===== src/rtl/amms_stream_bridge_pkg.sv =====
// Register map, STATUS bit positions and helpers shared by the Avalon-MM / stream bridge.
// Optional interrupt logic in the top is enabled by defining AMMS_STREAM_BRIDGE_IRQ_EN.
package amms_stream_bridge_pkg;

    localparam logic [1:0] ADDR_TX_DATA = 2'd0;
    localparam logic [1:0] ADDR_RX_DATA = 2'd1;
    localparam logic [1:0] ADDR_STATUS  = 2'd2;
    localparam logic [1:0] ADDR_IRQ_EN  = 2'd3;

    localparam int ST_TX_FULL  = 0;
    localparam int ST_TX_EMPTY = 1;
    localparam int ST_RX_FULL  = 2;
    localparam int ST_RX_EMPTY = 3;
    localparam int ST_OVF      = 4;
    localparam int ST_UDF      = 5;
    localparam int ST_TX_LVL   = 8;
    localparam int ST_RX_LVL   = 16;

    localparam int IRQ_EN_W = 3;

    // A 256-deep FIFO reports 256 when full, which does not fit the 8-bit field; clamp it.
    function automatic logic [7:0] level_field(input logic [8:0] lvl);
        return lvl[8] ? 8'hFF : lvl[7:0];
    endfunction

endpackage


===== src/rtl/amms_bridge_fifo.sv =====
// Single-clock FIFO with registered level; full/empty derive from the level only,
// so a pop in the same cycle never makes room for a push into a full FIFO.
module amms_bridge_fifo #(
    parameter int DATA_W = 32,
    parameter int DEPTH  = 16
) (
    input  logic                     clk,
    input  logic                     reset_n,
    input  logic                     push_i,
    input  logic [DATA_W-1:0]        wdata_i,
    input  logic                     pop_i,
    output logic [DATA_W-1:0]        rdata_o,
    output logic                     full_o,
    output logic                     empty_o,
    output logic [$clog2(DEPTH):0]   level_o
);

    localparam int AW = $clog2(DEPTH);
    localparam int LW = AW + 1;

    logic [DATA_W-1:0] mem_q [DEPTH];
    logic [AW-1:0]     wr_ptr_q, wr_ptr_d;
    logic [AW-1:0]     rd_ptr_q, rd_ptr_d;
    logic [LW-1:0]     level_q, level_d;
    logic              do_push, do_pop;

    assign full_o  = (level_q == LW'(DEPTH));
    assign empty_o = (level_q == '0);
    assign do_push = push_i && !full_o;
    assign do_pop  = pop_i && !empty_o;
    assign rdata_o = mem_q[rd_ptr_q];
    assign level_o = level_q;

    always_comb begin
        wr_ptr_d = wr_ptr_q;
        rd_ptr_d = rd_ptr_q;
        level_d  = level_q;
        if (do_push) wr_ptr_d = wr_ptr_q + AW'(1);
        if (do_pop)  rd_ptr_d = rd_ptr_q + AW'(1);
        case ({do_push, do_pop})
            2'b10:   level_d = level_q + LW'(1);
            2'b01:   level_d = level_q - LW'(1);
            default: level_d = level_q;
        endcase
    end

    always_ff @(posedge clk or negedge reset_n) begin
        if (!reset_n) begin
            wr_ptr_q <= '0;
            rd_ptr_q <= '0;
            level_q  <= '0;
        end else begin
            wr_ptr_q <= wr_ptr_d;
            rd_ptr_q <= rd_ptr_d;
            level_q  <= level_d;
        end
    end

    // Storage is not reset: resetting the pointers is enough to discard every entry.
    always_ff @(posedge clk) begin
        if (do_push) mem_q[wr_ptr_q] <= wdata_i;
    end

endmodule


===== src/rtl/amms_stream_bridge.sv =====
// Avalon-MM slave bridging HPS register accesses to a TX and an RX valid/ready stream.
// Define AMMS_STREAM_BRIDGE_IRQ_EN to enable the IRQ_EN register and the irq output.
module amms_stream_bridge
    import amms_stream_bridge_pkg::*;
#(
    parameter int DATA_W = 32,
    parameter int DEPTH  = 16
) (
    input  logic              clk,
    input  logic              reset_n,
    input  logic [1:0]        avs_address,
    input  logic              avs_write,
    input  logic              avs_read,
    input  logic [DATA_W-1:0] avs_writedata,
    output logic [DATA_W-1:0] avs_readdata,
    output logic [DATA_W-1:0] tx_data,
    output logic              tx_valid,
    input  logic              tx_ready,
    input  logic [DATA_W-1:0] rx_data,
    input  logic              rx_valid,
    output logic              rx_ready,
    output logic              irq
);

    localparam int LW = $clog2(DEPTH) + 1;

    logic              tx_full, tx_empty, rx_full, rx_empty;
    logic [LW-1:0]     tx_level, rx_level;
    logic [DATA_W-1:0] rx_head;
    logic              wr_tx, wr_status, rd_rx;
    logic              tx_push, tx_pop, rx_push, rx_pop;
    logic              run_q;
    logic              ovf_q, ovf_d, udf_q, udf_d;
    logic [DATA_W-1:0] rdata_q, rdata_d;
    logic [31:0]       status_w;
    logic [IRQ_EN_W-1:0] irq_en_rd;

    assign wr_tx     = avs_write && (avs_address == ADDR_TX_DATA);
    assign wr_status = avs_write && (avs_address == ADDR_STATUS);
    assign rd_rx     = avs_read  && (avs_address == ADDR_RX_DATA);

    assign tx_push  = wr_tx && !tx_full;
    assign tx_valid = !tx_empty;
    assign tx_pop   = tx_valid && tx_ready;
    // run_q keeps rx_ready low until the first clock after reset release.
    assign rx_ready = run_q && !rx_full;
    assign rx_push  = rx_valid && rx_ready;
    assign rx_pop   = rd_rx && !rx_empty;

    amms_bridge_fifo #(.DATA_W(DATA_W), .DEPTH(DEPTH)) u_tx_fifo (
        .clk     (clk),
        .reset_n (reset_n),
        .push_i  (tx_push),
        .wdata_i (avs_writedata),
        .pop_i   (tx_pop),
        .rdata_o (tx_data),
        .full_o  (tx_full),
        .empty_o (tx_empty),
        .level_o (tx_level)
    );

    amms_bridge_fifo #(.DATA_W(DATA_W), .DEPTH(DEPTH)) u_rx_fifo (
        .clk     (clk),
        .reset_n (reset_n),
        .push_i  (rx_push),
        .wdata_i (rx_data),
        .pop_i   (rx_pop),
        .rdata_o (rx_head),
        .full_o  (rx_full),
        .empty_o (rx_empty),
        .level_o (rx_level)
    );

    always_comb begin
        status_w              = '0;
        status_w[ST_TX_FULL]  = tx_full;
        status_w[ST_TX_EMPTY] = tx_empty;
        status_w[ST_RX_FULL]  = rx_full;
        status_w[ST_RX_EMPTY] = rx_empty;
        status_w[ST_OVF]      = ovf_q;
        status_w[ST_UDF]      = udf_q;
        status_w[ST_TX_LVL +: 8] = level_field(9'(tx_level));
        status_w[ST_RX_LVL +: 8] = level_field(9'(rx_level));
    end

    // Sticky flags: a new event in the same cycle as a W1C wins over the clear.
    always_comb begin
        ovf_d = (wr_tx && tx_full) || (ovf_q && !(wr_status && avs_writedata[ST_OVF]));
        udf_d = (rd_rx && rx_empty) || (udf_q && !(wr_status && avs_writedata[ST_UDF]));
    end

    always_comb begin
        rdata_d = '0;
        if (avs_read) begin
            case (avs_address)
                ADDR_RX_DATA: if (!rx_empty) rdata_d = rx_head;
                ADDR_STATUS:  rdata_d = DATA_W'(status_w);
                ADDR_IRQ_EN:  rdata_d = DATA_W'(irq_en_rd);
                default:      rdata_d = '0;
            endcase
        end
    end

    always_ff @(posedge clk or negedge reset_n) begin
        if (!reset_n) begin
            run_q   <= 1'b0;
            ovf_q   <= 1'b0;
            udf_q   <= 1'b0;
            rdata_q <= '0;
        end else begin
            run_q   <= 1'b1;
            ovf_q   <= ovf_d;
            udf_q   <= udf_d;
            rdata_q <= rdata_d;
        end
    end

    assign avs_readdata = rdata_q;

`ifdef AMMS_STREAM_BRIDGE_IRQ_EN
    logic [IRQ_EN_W-1:0] irq_en_q, irq_en_d;
    logic                irq_q, irq_d;

    always_comb begin
        irq_en_d = irq_en_q;
        if (avs_write && (avs_address == ADDR_IRQ_EN)) irq_en_d = avs_writedata[IRQ_EN_W-1:0];
        irq_d = (irq_en_q[0] && !rx_empty) || (irq_en_q[1] && tx_empty) ||
                (irq_en_q[2] && (ovf_q || udf_q));
    end

    always_ff @(posedge clk or negedge reset_n) begin
        if (!reset_n) begin
            irq_en_q <= '0;
            irq_q    <= 1'b0;
        end else begin
            irq_en_q <= irq_en_d;
            irq_q    <= irq_d;
        end
    end

    assign irq       = irq_q;
    assign irq_en_rd = irq_en_q;
`else
    assign irq       = 1'b0;
    assign irq_en_rd = '0;
`endif

endmodule


===== config.mk =====
export PLATFORM = sky130hd
export DESIGN_NAME = amms_stream_bridge
export DESIGN_NICKNAME = d
export VERILOG_FILES = /design/src/rtl/amms_stream_bridge_pkg.sv /design/src/rtl/amms_bridge_fifo.sv /design/src/rtl/amms_stream_bridge.sv
export SDC_FILE = /design/constraint.sdc
export NUM_CORES = 1
export LEC_CHECK = 0
export ABC_CLOCK_PERIOD_IN_PS = 5800
export CORE_ASPECT_RATIO = 1.75
export CORE_UTILIZATION = 45
export DETAILED_ROUTE_END_ITERATION = 7
export SETUP_SLACK_MARGIN = 0.2
export SYNTH_ARGS = -nofsm -noshare
export SYNTH_HDL_FRONTEND = slang
export SYNTH_SLANG_ARGS = --single-unit

===== constraint.sdc =====
create_clock -name clk -period 5.8 [get_ports clk]
set_input_delay 1.16 -clock clk [delete_from_list [all_inputs] [get_ports clk]]
set_output_delay 1.16 -clock clk [all_outputs]
set_load 0.01 [all_outputs]

# After elaboration in Yosys (flattened, before gate mapping)
# Memory sizes are Yosys's and may differ from the RTL's.
# Index checks and enable logic that the tools add are counted.
# Widths: inputs -> output; s select.
op_classes:
  addsub: 8
  mux: 9
  reduce_logical: 31
  n_eq_ne: 8
op_table:
  columns: ["cell", "n"]
  rows:
  - ["$mux 32", 2]
  - ["$pmux 32 s2", 1]
  - ["$pmux 5 s2", 2]
  - ["$logic_and 1x1->1", 18]
  - ["$add 4x1->4 const B", 4]
  - ["$add 5x1->5 const B", 2]
  - ["$eq 5x5->1 const B", 2]
  - ["$logic_not 5->1", 2]
  - ["$sub 5x1->5 const B", 2]
  - ["$eq 2x1->1 const B", 3]
  - ["$eq 2x2->1 const B", 3]
  - ["$logic_not 1->1", 6]
  - ["$mux 1", 4]
  - ["$reduce_bool 2->1", 2]
  - ["$logic_not 2->1", 1]
  - ["$logic_or 1x1->1", 2]
totals:
  ramBits: 1024
  input_bits: 72
  out_inout_bits: 67
  word_cells: 68
  reg_bits: 61
  mem_count: 2
memory_table:
  columns: ["name", "depth", "word_bits", "read_ports", "rd_clocked_by_memory_dff", "write_ports", "line_no", "text"]
  rows:
  - ["u_rx_fifo.mem_q", 16, 32, 1, 0, 1, "amms_bridge_fifo.sv:21", "logic [DATA_W-1:0] mem_q [DEPTH];"]
  - ["u_tx_fifo.mem_q", 16, 32, 1, 0, 1, "amms_bridge_fifo.sv:21", null]

# Depth between registers and ports, before layout
# Gate-level depths: netlist of the first run.
depth:
  ltp_word: 7
  ltp_mapped: 14
  depth_no_buf: 13

# Hierarchy
# A second synthesis of the first run with hierarchy kept.
unflattened:
  cells_unflattened: 2153
  area_unflattened_um2: 42278.0
modules_own_cells:
  columns: ["module", "area_per_inst_um2", "seq_area_each_um2", "cells_each", "n_inst"]
  rows:
  - ["amms_bridge_fifo", 20408.3, 15700.1, 1012, 2]
  - ["amms_stream_bridge", 1461.4, 875.8, 129, 1]

# Least setup slack after synthesis of the first run
# No wires, ideal clock.
synth_timing:
  path_type: "input-to-reg"
  start: "input avs_address[0]"
  end: "register u_tx_fifo.level_q[4] (netlist: u_tx_fifo.level_o[4])"
  path_slack_ns: 2.267
  required_ns: 5.676
  path_stages: 12
  setup_ns: 0.124
  t_arrival_ns: 3.409
  path_buffers: 0
  path_cell_list: "inv_1 -> ha_1 -> nand2_1 -> a21oi_1 -> inv_1 -> ha_1 -> ha_1 -> nor2b_1 -> o21ai_0 -> a21oi_1 -> or3b_2 -> xnor2_1"
synth_via:
  elab_chain_cells: 6
  elab_cells_between_ends: 8
  classes_between: "2 x eq/ne; 1 x mux; 5 x reduce/logical"
synth_lines:
  columns: ["item", "line_no", "text"]
  rows:
  - ["from (decl)", "amms_stream_bridge.sv:11", "input logic [1:0] avs_address,"]
  - ["$logic_not 2->1 (*)", "amms_stream_bridge.sv:38", "assign wr_tx = avs_write && (avs_address == ADDR_TX_DATA);"]
  - ["$logic_and 1x1->1 (*)", "amms_stream_bridge.sv:38", null]
  - ["$logic_and 1x1->1 (*)", "amms_stream_bridge.sv:42", "assign tx_push = wr_tx && !tx_full;"]
  - ["$logic_and 1x1->1 (*)", "amms_bridge_fifo.sv:29", "assign do_push = push_i && !full_o;"]
  - ["$eq 2x1->1 / $eq 2x2->1 (equally long branches)", "amms_bridge_fifo.sv:40", "case ({do_push, do_pop})"]
  - ["$pmux 5 s2 / $reduce_bool 2->1 (equally long branches)", null, null]
  - ["to (signal assigned)", "amms_bridge_fifo.sv:55", "level_q <= level_d;"]
  - ["to (decl)", "amms_bridge_fifo.sv:24", "logic [LW-1:0] level_q, level_d;"]
# Every way passes the cells marked *; elsewhere a longest branch is shown, timed or not.
# A chain may end at the register's enable or synchronous reset.

# Final worst setup path of the first run
layout_timing:
  start: "register u_tx_fifo.rd_ptr_q[0]"
  end: "output tx_data[7]"
layout_via:
  elab_chain_cells: 1
layout_lines:
  columns: ["item", "line_no", "text"]
  rows:
  - ["from (decl)", "amms_bridge_fifo.sv:23", "logic [AW-1:0] rd_ptr_q, rd_ptr_d;"]
  - ["from (signal assigned)", "amms_bridge_fifo.sv:54", "rd_ptr_q <= rd_ptr_d;"]
  - ["$mem_v2 16x32", null, null]
  - ["to (decl)", "amms_stream_bridge.sv:16", "output logic [DATA_W-1:0] tx_data,"]
# Every way passes these cells.

==> results.md, run 1 <==
- Relative slew margins: just under 30%
- Die width: roughly 230 µm
- Tightest Hold Check Type: reg2reg
- Area Overhead vs Synth: 14.7%
- Residual antenna-violating net count after detailed routing: 0
- Buffers inserted during post-CTS setup optimization: 0
- Power per Cell Area: 445 nW/µm²
- Port buffer count: 137
- Number of failing setup endpoints in the final timing report: 0
- I/O pin count: 139
- Overall die height: 403 µm
- Gpl congestion: about 0.73
- Skew final: 0.0295 ns
- Maximum ir drop on the vdd rail: around 0.00034 V
- Total Wirelength: 92400 µm
- Total global-route track usage: 20.4%
- TritonCTS sink count: 1085
- Result of the run: complete, no violations
- Critical Path Start: u_tx_fifo.rd_ptr_q[0]
- Achievable clock frequency: 213 MHz
- WP data required: 4.64 ns
- Max clock buf depth: 3
- Number of CTS-inserted buffers: 97
- Wire length of the first global-routing pass: 136000 µm
- Gates resized, CTS repair: 0
- Synth Net Count: between 1500 and 2000
- Post-Synthesis Mean Instance Area: 23.7 µm²
- Final core occ: between 50% and 60%
- Number of global-route vias before repair: 20166
- Area taken by multi-input logic gates: 8620 µm²
- Actual slew at the worst max-slew pin: ~1.1 ns
- Placed wire-length estimate: 53400 µm
- Antenna violations before repair: 6
- Type of element capturing the critical path: output pin
- Largest fanout on the critical path: 23
- Crit path launch type: flop
- Number of flops mapped to enable cells by yosys: slightly above 1000
- Avg WL per Cell: ~29 µm
- Data arrival, critical path: about 3.5 ns
- Share of synthesized registers carrying an async set or reset: 5.62%
- Critical path class: reg2out
- Vias/cell: 5.72
- Register area share after synthesis: 78.0%
- Count of fill cells added during filler insertion: 6964
- Final-stage net count: 2046
- FF-to-FF End: u_tx_fifo.level_o[4]
- Launch instance of the worst register-to-register path: u_tx_fifo.level_o[1]
- Clock tree from TritonCTS: built
- Routed vias: 18400
- CTS clk-pin slew, worst paths: 0.06 ns
- Most frequent cells in the layout: 1024 x edfxtp_1, 288 x mux4_2, 136 x clkdlybuf4s50_1, 99 x clkbuf_16, 57 x buf_4
- DRC violation total after the first TritonRoute iteration: 1219
- Count of distinct cell types in the synthesized netlist: 44
- Count of yosys warnings during synthesis: 0
- Global-route congestion overflow total: 0
- FF-to-FF path depth: 10
- Synthesized flop and latch total: 1085
- Effective utilization at floorplan: 45.6%
- Worst R2R Setup Slack: 2.23 ns
- Final-layout setup total negative slack: 0 ns
- CTS Hold Buffers Added: 0
- Number of standard-cell rows in the floorplan: 146
- Number of instances in the synthesized netlist: about 1700
- Static leakage: 15.2 nW
- Die outline area: 93200 µm²
- Storage cell area: 32300 µm²
- Slew Viols, Final: 0
- Detailed-route DRC error count: 0
- Number of max-cap violations: 0
- Timing endpoint of the critical path: tx_data[7]
- Fraction of layout instances using a drive strength above 1: 27.3%
- Unrepaired setup endpoints after global routing: no
- Most common library cell in the layout ignoring fill and taps: edfxtp_1
- Worst hold stages: 1
- Maximum number of pins on one net before global-route repair: 60
- Final Hold Violating Endpoints: 0
- Number of detailed-routing iterations run before antenna repair: 7
- Portion of the clock cycle consumed by the worst path in the final layout: 80.8%
- Predominant post-synthesis flop cell: edfxtp_1
- Min Tclk post-route: 4.69 ns
- Core region area: just over 90000 µm²
- Max H-tree Level: 3
- CTS Root Buffer Type: clkbuf_16
- Post-synth design cell area: 41400 µm²
- Clock latency of the later-clocked register in the worst-skew pair: 0.69 ns
## through the flow
stage	cells	hold WS, ns	instance area (µm²)	setup WS [ns]	power [mW]
global placement	3037	0.460	44300	1.41	15.0
CTS	3216	0.478	47400	0.974	21.4
global route	3216	0.503	47400	0.942	21.9
detailed placement	3037	0.465	44300	1.38	15.1
floorplan	1744	0.448	41400	2.27	13.3
finish	3217	0.473	47500	1.11	21.1
## routing by layer
| layer | wire length, µm | vias up | share of wire, % | GRT usage (%) |
|---|---|---|---|---|
| met5 | 67 | - | 0.073 | 0 |
| met4 | 1980 | 10 | 2.1 | 6.49 |
| met3 | 4700 | 147 | 5.1 | 3.22 |
| met2 | 51200 | 512 | 55 | 37.6 |
| met1 | 34400 | 9941 | 37 | 24.1 |
| li1 | - | 7790 | - | - |
## worst max-delay path, cell delays in order (launching register included)
cell	delay, ns
dfrtp_4	0.74
buf_4	0.47
mux4_2	0.58
mux4_2	0.48
clkdlybuf4s50_1	0.54
## cell families after synthesis
logic type	count (synthesis)	share of synthesized area (%)
buffers and inverters	102	1.25
flip-flops	1085	78.0
AO/OA/AOI/OAI	72	1.09
other	2	0.0182
XOR/XNOR	22	0.466
adder cells (fa/ha/maj)	22	0.683
AND/OR/NAND/NOR	84	1.13
multiplexers	355	17.3
## where the power goes
part / total, mW / leakage, nW / switching [mW] / internal [mW]
Clock: 6.35 / 1.53 / 2.80 / 3.55
Sequential: 9.61 / 10.0 / 0.637 / 8.97
Combinational: 5.14 / 3.64 / 2.25 / 2.89
Total: 21.1 / 15.2 / 5.68 / 15.4
## flip-flops by register name, indices dropped and copies added, names as in the netlist
| signal | count |
|---|---|
| udf_q | 1 |
| ovf_q | 1 |
| u_tx_fifo.mem_q | 512 |
| run_q | 1 |
| u_rx_fifo.level_o | 5 |
| u_rx_fifo.rd_ptr_q | 4 |
| u_tx_fifo.level_o | 5 |
| u_rx_fifo.wr_ptr_q | 4 |
| u_tx_fifo.rd_ptr_q | 4 |
| avs_readdata | 32 |
| u_tx_fifo.wr_ptr_q | 4 |
| u_rx_fifo.mem_q | 512 |
## synthesized netlist by cell type (12+ instances only)
master	n	area share [%]
mux2_2	16	0.44
buf_1	14	0.13
buf_2	30	0.36
xnor2_1	14	0.30
o21ai_1	16	0.19
nand2_1	20	0.18
edfxtp_1	1024	74
dfrtp_1	61	3.7
inv_1	13	0.12
ha_1	21	0.64
mux4_2	288	16
mux2i_1	51	1.2
o22ai_1	15	0.23
clkbuf_1	29	0.26
o21ai_0	12	0.15
and2_1	35	0.53
a22oi_1	12	0.22
## how the worst min path moves through the flow
stage,start,endpoint,slack (ns)
final,u_tx_fifo.rd_ptr_q[3],u_tx_fifo.rd_ptr_q[3],0.47
after global routing,u_tx_fifo.rd_ptr_q[3],u_tx_fifo.rd_ptr_q[3],0.50
after detailed placement,u_tx_fifo.rd_ptr_q[3],u_tx_fifo.rd_ptr_q[3],0.46
after floorplan,ovf_q,ovf_q,0.45
after CTS,u_tx_fifo.rd_ptr_q[3],u_tx_fifo.rd_ptr_q[3],0.48
after global placement,u_tx_fifo.rd_ptr_q[3],u_tx_fifo.rd_ptr_q[3],0.46
## final cells by class
class	instances	share of cell area (%)
Clock inverter	54	1.00
Tap cell	1184	3.12
Multi-Input combinational cell	557	18.2
Inverter	14	0.111
Clock buffer	125	5.60
Sequential cell	1085	68.1
Antenna cell	1	0.00527
Timing Repair Buffer	197	3.94
Power figures use the tool's default switching activity.
==> inputs of run 2 (changes only) <==
--- a/config.mk
+++ b/config.mk
@@ -5,7 +5,7 @@
 export SDC_FILE = /design/constraint.sdc
 export NUM_CORES = 1
 export LEC_CHECK = 0
-export ABC_CLOCK_PERIOD_IN_PS = 5800
+export ABC_CLOCK_PERIOD_IN_PS = 4350
 export CORE_ASPECT_RATIO = 1.75
 export CORE_UTILIZATION = 45
 export DETAILED_ROUTE_END_ITERATION = 7
==> constraint.sdc (replaced) <==
create_clock -name clk -period 4.35 [get_ports clk]
set_input_delay 0.87 -clock clk [delete_from_list [all_inputs] [get_ports clk]]
set_output_delay 0.87 -clock clk [all_outputs]
set_load 0.01 [all_outputs]
==> run 2 against run 1 <==
Compared with the run above: sequential power increased by 31%; critical path depth increased by 1; cell area increased by 1.1%; global-route usage increased by 0.14 points; setup slack got worse by 0.79 ns; clock skew decreased by 0.0069 ns; cell count increased by 0.31%; die area unchanged; via count increased by 0.41%; critical endpoint unchanged; largest cell class unchanged.
==> results.md, run 2 (synthesis results as in run 1) <==
- Overall die height: 403 µm (unchanged)
- Critical path buffer and inverter count: 3 (was 2)
- Antenna violations before repair: 8 (was 6)
- Final-stage net count: 2058 (was 2046)
- Skew final: 0.0226 ns (was 0.0295 ns)
- Power per Cell Area: 592 nW/µm² (was 445 nW/µm²)
- Fraction of layout instances using a drive strength above 1: 27.9% (was 27.3%)
- Data arrival, critical path: 3.16 ns (was 3.53 ns)
- Maximum ir drop on the vdd rail: 0.000435 V (was 0.000335 V)
- Slowest CP cell: mux4_2 (was dfrtp_4)
- Largest fanout on the critical path: 28 (was 23)
- Number of max-cap violations: 0 (unchanged)
- Min Tclk post-route: 4.03 ns
- Sequence of cells on the critical path: buf_12 -> buf_12 -> mux4_2 -> mux4_2 -> clkdlybuf4s50_1 (was buf_4 -> mux4_2 -> mux4_2 -> clkdlybuf4s50_1)
- Vias/cell: 5.73 (was 5.72)
- Type of element capturing the critical path: output pin (unchanged)
- Maximum number of pins on one net before global-route repair: 58 (was 60)
- CTS Hold Buffers Added: 0 (unchanged)
- Most frequent cells in the layout: 1024 x edfxtp_1, 288 x mux4_2, 136 x clkdlybuf4s50_1, 97 x clkbuf_16, 54 x dfrtp_1 (was 1024 x edfxtp_1, 288 x mux4_2, 136 x clkdlybuf4s50_1, 99 x clkbuf_16, 57 x buf_4)
- Residual antenna-violating net count after detailed routing: 0 (unchanged)
- Number of failing setup endpoints in the final timing report: 0 (unchanged)
- Clock tree from TritonCTS: built (unchanged)
- Number of CTS-inserted buffers: 95 (was 97)
- Most common library cell in the layout ignoring fill and taps: edfxtp_1 (unchanged)
- Portion of the clock cycle consumed by the worst path in the final layout: 92.6%
- Total global-route track usage: 20.5% (was 20.4%)
- WP data required: 3.48 ns (was 4.64 ns)
- CTS Root Buffer Type: clkbuf_16 (unchanged)
- Gpl congestion: 0.754 (was 0.730)
- Number of detailed-routing iterations run before antenna repair: 5 (was 7)
- FF-to-FF End: u_tx_fifo.level_o[4] (unchanged)
- Ant diodes: 0 (was 1)
- Avg WL per Cell: 28.7 µm (about the same)
- Actual slew at the worst max-slew pin: 1.00 ns (was 1.06 ns)
- CTS clk-pin slew, worst paths: 0.06 ns (about the same)
- Port buffer count: 137 (unchanged)
- Wire length of the first global-routing pass: 136000 µm (about the same)
- Core region area: 90800 µm² (unchanged)
- Met2 GRT Util: 37.2% (was 37.6%)
- FF-to-FF path depth: 10 (unchanged)
- Number of standard-cell rows in the floorplan: 146 (unchanged)
- Clock latency of the later-clocked register in the worst-skew pair: 0.68 ns (was 0.69 ns)
- Slowest cell delay on critical path: 0.54 ns (was 0.74 ns)
- Gates resized, CTS repair: 0 (unchanged)
- Effective utilization at floorplan: 45.6% (unchanged)
- Relative slew margins: 33.3% (was 29.7%)
- Total Wirelength: 92700 µm (was 92400 µm)
- Instance count on the critical path: 5 (was 4)
- Worst R2R Setup Slack: 1.01 ns (was 2.23 ns)
- DRC violation total after the first TritonRoute iteration: 1307 (was 1219)
- Detailed-route DRC error count: 0 (unchanged)
- Critical path class: reg2out (unchanged)
- Launch instance of the worst register-to-register path: u_tx_fifo.level_o[1] (unchanged)
- TritonCTS sink count: 1085 (unchanged)
- Result of the run: complete, no violations (unchanged)
- Static leakage: 15.4 nW (was 15.2 nW)
- Global routing met3 resource utilization: 3.83% (was 3.22%)
- Final-layout setup total negative slack: 0 ns (unchanged)
- Non-filler cells in the finished layout: 3227 (was 3217)
- Area Overhead vs Synth: 16.0% (was 14.7%)
- I/O pin count: 139 (unchanged)
- Placed wire-length estimate: 52700 µm (was 53400 µm)
- Most heavily used metal layer in global routing: met2 (unchanged)
- Largest delay contributor family on the critical path: multiplexers (unchanged)
- Number of global-route vias before repair: 20040 (was 20166)
- Unrepaired setup endpoints after global routing: no (unchanged)
- Die width: 231 µm (unchanged)
- Routed vias: 18475 (was 18400)
- Crit path launch type: flop (unchanged)
- Tightest Hold Check Type: in2async (was reg2reg)
- Post-Place Cells: 3047 (was 3037)
- Die outline area: 93200 µm² (unchanged)
- Slew Viols, Final: 0 (unchanged)
- Achievable clock frequency: roughly 250 MHz
- GR met1 Demand/Resource: 24.6% (was 24.1%)
- Max H-tree Level: 3 (unchanged)
- Max clock buf depth: 3 (unchanged)
- Buffers inserted during post-CTS setup optimization: 4 (was 0)
- Global-route congestion overflow total: 0 (unchanged)
- Final Hold Violating Endpoints: 0 (unchanged)
-- run 2: cell types whose count changed in the layout (fill, tap and decap cells not counted) --
| cell | before | now |
|---|---|---|
| clkbuf_16 | 99 | 97 |
| buf_6 | 0 | 1 |
| buf_12 | 4 | 36 |
| inv_6 | 4 | 3 |
| clkinvlp_4 | 6 | 7 |
| buf_4 | 57 | 38 |
| diode_2 | 1 | 0 |
| clkinv_8 | 1 | 2 |
| clkbuf_8 | 8 | 11 |
| clkinv_1 | 15 | 9 |
| clkinv_4 | 2 | 1 |
| bufinv_16 | 7 | 9 |
-- run 2: layout make-up --
class / count / area, µm²
well taps: 1184 / 1480
inverters: 14 / 52.6
clock inverters: 50 / 519
fillers: 6909 / 42800
repair buffers: 211 / 2380
multi-input cells: 557 / 8620
clock buffers: 126 / 2650
flip-flops and latches: 1085 / 32300
-- run 2: per-stage QoR --
stage | hold slack (ns) | setup slack [ns] | utilization (%) | power, mW | instance area [µm²]
after floorplan | 0.448 | 1.11 | - | 17.7 | 41400
after global placement | 0.488 | 0.521 | 49.3 | 20.1 | 44800
after detailed placement | 0.494 | 0.554 | 49.3 | 20.2 | 44800
after CTS | 0.345 | 0.252 | 52.9 | 28.8 | 48000
after global routing | 0.391 | 0.215 | 52.9 | 29.5 | 48000
final | 0.343 | 0.324 | 52.9 | 28.4 | 48000
-- run 2: worst max path at each step --
stage / start / end
2_1_floorplan: avs_address[0] / u_tx_fifo.level_o[4]
3_3_place_gp: avs_address[0] / u_tx_fifo.level_o[4]
5_1_grt: u_tx_fifo.rd_ptr_q[0] / tx_data[8]
6_report: u_tx_fifo.rd_ptr_q[0] / tx_data[7]
4_1_cts: u_tx_fifo.rd_ptr_q[0] / tx_data[8]
3_5_place_dp: avs_address[0] / u_tx_fifo.level_o[4]
-- run 2: per-layer routing --
layer	wire, µm	share of wire, %
met5	72	0.078
met4	1830	2.0
met3	4870	5.3
met2	50600	55
met1	35300	38
-- run 2: where the power goes --
| group | switching, mW | leakage (nW) | internal (mW) | total (mW) |
|---|---|---|---|---|
| clock network | 3.71 | 1.54 | 4.83 | 8.55 |
| logic | 3.28 | 3.82 | 4.04 | 7.31 |
| registers | 0.594 | 10.0 | 12.0 | 12.6 |
| total | 7.59 | 15.4 | 20.8 | 28.4 |
